**config.mk**
```make
export PLATFORM = sky130hd
export DESIGN_NAME = branch_rs
export DESIGN_NICKNAME = d
export VERILOG_FILES = /design/src/rtl/branch_rs.sv
export SDC_FILE = /design/constraint.sdc
export NUM_CORES = 1
export LEC_CHECK = 0
export ABC_AREA = 1
export CAP_MARGIN = 10
export CELL_PAD_IN_SITES_DETAIL_PLACEMENT = 1
export CELL_PAD_IN_SITES_GLOBAL_PLACEMENT = 2
export CORE_AREA = 2 2 312 314
export CTS_CLUSTER_DIAMETER = 200
export DETAILED_ROUTE_END_ITERATION = 16
export DIE_AREA = 0 0 314 316
export PLACE_DENSITY_LB_ADDON = 0.1
export SLEW_MARGIN = 10
export SYNTH_ARGS = -nofsm -noshare
export SYNTH_HDL_FRONTEND = slang
export SYNTH_SLANG_ARGS = --single-unit
```
**constraint.sdc**
```tcl
create_clock -name clk -period 6.2 [get_ports clk]
set_input_delay 1.24 -clock clk [delete_from_list [all_inputs] [get_ports clk]]
set_output_delay 1.24 -clock clk [all_outputs]
set_load 0.01 [all_outputs]
```
**src/rtl/branch_rs.sv**
```systemverilog
// Branch reservation station: holds dispatched branches until both operands are
// available, snooping the ALU and LSU result buses, and issues one per cycle.
module branch_rs #(
    parameter int RS_SIZE = 4,
    parameter int TAG_W   = 4
) (
    input  logic             clk,
    input  logic             rst,
    input  logic             clear,
    input  logic             inValid,
    input  logic [5:0]       inOp,
    input  logic [31:0]      inOpO,
    input  logic             inValO,
    input  logic [TAG_W-1:0] inTagO,
    input  logic [31:0]      inOpT,
    input  logic             inValT,
    input  logic [TAG_W-1:0] inTagT,
    input  logic [31:0]      inImm,
    input  logic [31:0]      inPC,
    input  logic [1:0]       inBNum,
    input  logic             cdbAEn,
    input  logic [TAG_W-1:0] cdbATag,
    input  logic [31:0]      cdbAData,
    input  logic             cdbLEn,
    input  logic [TAG_W-1:0] cdbLTag,
    input  logic [31:0]      cdbLData,
    output logic             rsFull,
    output logic             BranchWorkEn,
    output logic [31:0]      operandO,
    output logic [31:0]      operandT,
    output logic [5:0]       opCode,
    output logic [31:0]      imm,
    output logic [31:0]      PC,
    output logic [1:0]       bNum
);

    localparam int IDX_W = (RS_SIZE > 1) ? $clog2(RS_SIZE) : 1;

    logic [RS_SIZE-1:0] busy;
    logic [RS_SIZE-1:0] o_vld;
    logic [RS_SIZE-1:0] t_vld;
    logic [5:0]         e_op   [RS_SIZE];
    logic [31:0]        o_val  [RS_SIZE];
    logic [TAG_W-1:0]   o_tag  [RS_SIZE];
    logic [31:0]        t_val  [RS_SIZE];
    logic [TAG_W-1:0]   t_tag  [RS_SIZE];
    logic [31:0]        e_imm  [RS_SIZE];
    logic [31:0]        e_pc   [RS_SIZE];
    logic [1:0]         e_bnum [RS_SIZE];

    logic [RS_SIZE-1:0] ready;
    logic               any_ready;
    logic [IDX_W-1:0]   issue_idx;
    logic [IDX_W-1:0]   free_idx;
    logic               do_issue;
    logic               do_dispatch;

    // ALU bus wins when both buses carry the same tag.
    function automatic logic cdb_hit(input logic [TAG_W-1:0] tag);
        return (cdbAEn && tag == cdbATag) || (cdbLEn && tag == cdbLTag);
    endfunction

    function automatic logic [31:0] cdb_data(input logic [TAG_W-1:0] tag);
        return (cdbAEn && tag == cdbATag) ? cdbAData : cdbLData;
    endfunction

    always_comb begin
        // NOTE: every output of this block gets a default first, so no path infers a latch.
        ready     = busy & o_vld & t_vld;
        any_ready = |ready;
        issue_idx = '0;
        free_idx  = '0;
        for (int i = RS_SIZE - 1; i >= 0; i--) begin
            if (ready[i]) issue_idx = IDX_W'(i);
            if (!busy[i]) free_idx  = IDX_W'(i);
        end
    end

    assign rsFull      = &busy;
    assign do_issue    = any_ready && !clear;
    assign do_dispatch = inValid && !clear && !rsFull;

    // NOTE: entry payload is deliberately not reset; busy alone says whether it means anything.
    always_ff @(posedge clk) begin
        for (int i = 0; i < RS_SIZE; i++) begin
            if (busy[i] && !o_vld[i] && cdb_hit(o_tag[i])) begin
                o_val[i] <= cdb_data(o_tag[i]);
                o_vld[i] <= 1'b1;
            end
            if (busy[i] && !t_vld[i] && cdb_hit(t_tag[i])) begin
                t_val[i] <= cdb_data(t_tag[i]);
                t_vld[i] <= 1'b1;
            end
        end
        if (do_dispatch) begin
            e_op[free_idx]   <= inOp;
            o_val[free_idx]  <= inValO ? inOpO : cdb_data(inTagO);
            o_vld[free_idx]  <= inValO || cdb_hit(inTagO);
            o_tag[free_idx]  <= inTagO;
            t_val[free_idx]  <= inValT ? inOpT : cdb_data(inTagT);
            t_vld[free_idx]  <= inValT || cdb_hit(inTagT);
            t_tag[free_idx]  <= inTagT;
            e_imm[free_idx]  <= inImm;
            e_pc[free_idx]   <= inPC;
            e_bnum[free_idx] <= inBNum;
        end
    end

    // NOTE: non-blocking updates make issue and dispatch both see the pre-edge busy vector.
    always_ff @(posedge clk or negedge rst) begin
        if (!rst) begin
            busy         <= '0;
            BranchWorkEn <= 1'b0;
            operandO     <= '0;
            operandT     <= '0;
            opCode       <= '0;
            imm          <= '0;
            PC           <= '0;
            bNum         <= '0;
        end else if (clear) begin
            busy         <= '0;
            BranchWorkEn <= 1'b0;
        end else begin
            BranchWorkEn <= do_issue;
            if (do_issue) begin
                busy[issue_idx] <= 1'b0;
                operandO        <= o_val[issue_idx];
                operandT        <= t_val[issue_idx];
                opCode          <= e_op[issue_idx];
                imm             <= e_imm[issue_idx];
                PC              <= e_pc[issue_idx];
                bNum            <= e_bnum[issue_idx];
            end
            // The free slot is taken from pre-edge state, so a slot freed by issue is never it.
            if (do_dispatch) busy[free_idx] <= 1'b1;
        end
    end

endmodule

```
==> results_dict.tcl <==
set metrics [dict create \
    drtAntennaViolNets 0 \
    powerDensity_nw_per_um2 323 \
    final_common_cell "nand2_1" \
    vias 32400 \
    cts_setup_buffers 0 \
    holdPathStages 2 \
    register_area_um2 21000 \
    min-delay-start "t_vld[0]" \
    areaGrowthSynthToFinish_pct 19.7 \
    grt_pass1_wl_um 220000 \
    dpl.cell_count 5501 \
    period_share_pct 61.9 \
    startpoint_type "input pin" \
    max_stage_delay_ns 0.80 \
    clk_pin_slew_ns 0.06 \
    syn-num-nets 4369 \
    drv_cap 0 \
    ir_drop_mv 0.220 \
    synth.distinct_cells 29 \
    crit_path_end_kind "flop" \
    setup_viol 0 \
    drc_errors 0 \
    synth_seq_cells 725 \
    grt_use_total_pct 30.1 \
    ys_warn_count 0 \
    worstPathArrival_ns 4.12 \
    drtIter0Drc 2616 \
    path_cells "clkdlybuf4s50_1, inv_2, nand2_1, o21ai_0, inv_1, nand3_2, nand3_1, nand2_1, inv_1, buf_4" \
    netlist_instances 4145 \
    fillers 11000 \
    yosys_most_used_dff "edfxtp_1" \
    start_util_pct 38.6 \
    synth-edff-count 576 \
    cp_max_fo 32 \
    syn-cell-area_um2 37100 \
    finalClockSkew_ns 0.0268 \
    core_area_um2 96000 \
    port_buffers 361 \
    clk_latency_ns 0.67 \
    tns_ns 0 \
    io_pins 362 \
    avgRoutedWirePerCell_um 26.5 \
    r2r-start "busy[2]" \
    cts-buffers-inserted 86 \
    avgSynthCellArea_um2 8.94 \
    vias_per_cell 5.72 \
    rows 114 \
    worstReg2RegEnd "operandO[16]" \
    h-tree-depth 3 \
    antenna_found_initial 13 \
    cts_sinks 725 \
    rsz0062_at_grt "false" \
    reg2reg_depth 8 \
    finalMaxSlewViolations 0 \
    layout-drive-gt1-share_pct 6.68 \
    hold_viol 0 \
    grt_max_degree 148 \
    seq_area_frac_synth_pct 56.6 \
    multiInputGateArea_um2 13800 \
    leakage_nw 18.2 \
    worst_pin_slew_ns 1.24 \
    first_global_vias 33100 \
    grt_remaining_overflow 0 \
    rrSetupSlack_ns 2.72 \
    worstSetupPathType "input pin to flop" \
    relSlewSlack_pct 17.1 \
    layout_min_cycle_time_ns 3.84 \
    max_freq_mhz 261 \
    die_y_um 316 \
    dp_hpwl_um 88100 \
    cts_tree "built" \
    final_nets 4537 \
    stdcell_count 5667 \
    cp_data_required_time_ns 6.48 \
    wl_um 150000 \
    cts.root.buffer_cell "clkbuf_16" \
    post_cts_resized 0 \
    async_flop_share_pct 19.4 \
    hold_end "t_vld[0]" \
    min_path_type "flop to flop" \
    dieArea_um2 99200 \
    first_pass_iters 5 \
    gp_congestion 0.813 \
    die_w_um 314 \
    clock_path_buffers 3 \
    hold_buffers 0 \
    final_cell_mix "nand2_1, nand3_1, edfxtp_1" \
    status "complete, no violations" \
    critical-path-slowest-cell "clkdlybuf4s50_1" \
]
[cell families after synthesis]
kind of cell / count (synthesis) / share of synthesized area [%]
simple gates: 2358 / 28.9
flops: 725 / 56.6
buf+inv: 595 / 6.43
compound gates: 455 / 7.79
xor+xnor: 12 / 0.284
[where the power goes]
part / internal [mW] / switching (mW) / leakage, nW
Clock: 3.00 / 2.15 / 1.39
Combinational: 1.32 / 1.67 / 9.92
Sequential: 5.82 / 0.362 / 6.87
Total: 10.1 / 4.18 / 18.2
[per-layer routing]
metal	GRT usage, %	vias up	wire (um)
li1	-	14700	-
met1	40.0	16300	64800
met2	49.9	1149	71000
met3	5.21	277	10000
met4	9.83	16	4200
met5	0	-	104
[worst max-delay path by stage]
stage	startpoint	end	slack [ns]	depth (start not counted)
detailed placement	cdbATag[1]	t_val[0][16]	1.72	10
floorplan	inValid	e_bnum[1][0]	1.66	5
global placement	cdbATag[1]	t_val[0][20]	1.75	10
global route	cdbATag[1]	t_val[0][15]	2.20	10
CTS	cdbATag[1]	t_val[0][18]	2.42	10
finish	cdbATag[1]	t_val[0][18]	2.36	10
[sequential cells by signal, indices dropped and copies added (netlist names), 6 cells and up]
signal / flops
PC: 32
e_bnum: 8
e_imm: 128
e_op: 24
e_pc: 128
imm: 32
o_tag: 16
o_val: 128
opCode: 6
operandO: 32
operandT: 32
t_tag: 16
t_val: 128
[cells in the mapped netlist (7+ instances only)]
| cell type | number | share of area (%) |
|---|---|---|
| nand2_1 | 990 | 10 |
| nand3_1 | 757 | 10 |
| edfxtp_1 | 576 | 47 |
| nor2_1 | 327 | 3.3 |
| inv_1 | 241 | 2.4 |
| o211ai_1 | 241 | 4.9 |
| clkbuf_1 | 191 | 1.9 |
| a21oi_1 | 157 | 2.1 |
| dfrtp_1 | 141 | 9.5 |
| nand3b_1 | 136 | 2.8 |
| buf_2 | 98 | 1.3 |
| nand4_1 | 72 | 1.2 |
| or2_2 | 64 | 1.1 |
| buf_1 | 41 | 0.42 |
| o21ai_0 | 41 | 0.55 |
| o21ai_1 | 15 | 0.20 |
| inv_2 | 14 | 0.14 |
| xor2_1 | 9 | 0.21 |
| dfxtp_1 | 8 | 0.43 |
| buf_4 | 7 | 0.14 |
[worst max-delay path: cells and delay by family]
family	cells	cell delay [ns]
buffers and inverters	5	1.64
AND/OR/NAND/NOR	4	1.12
AO/OA/AOI/OAI	1	0.08
[area by class of cell]
class                           count  area share, %
Antenna cell                        5         0.0282
Sequential cell                   725           47.3
Inverter                          257           2.21
Clock buffer                      117           5.36
Clock inverter                     44           1.02
Multi-Input combinational cell   2825           31.1
Timing Repair Buffer              418           9.34
Tap cell                         1276           3.60
[stage by stage]
step	hold WS (ns)	power [mW]	cell area (um2)	worst slack (ns)	utilization, %
floorplan	0.450	7.47	37100	1.66	-
global placement	0.506	9.24	41500	1.75	43.2
detailed placement	0.498	9.28	41500	1.72	43.2
CTS	0.507	14.4	44300	2.42	46.2
global route	0.524	14.9	44400	2.20	46.2
finish	0.508	14.3	44400	2.36	46.2
(Power assumes the default switching activity.)
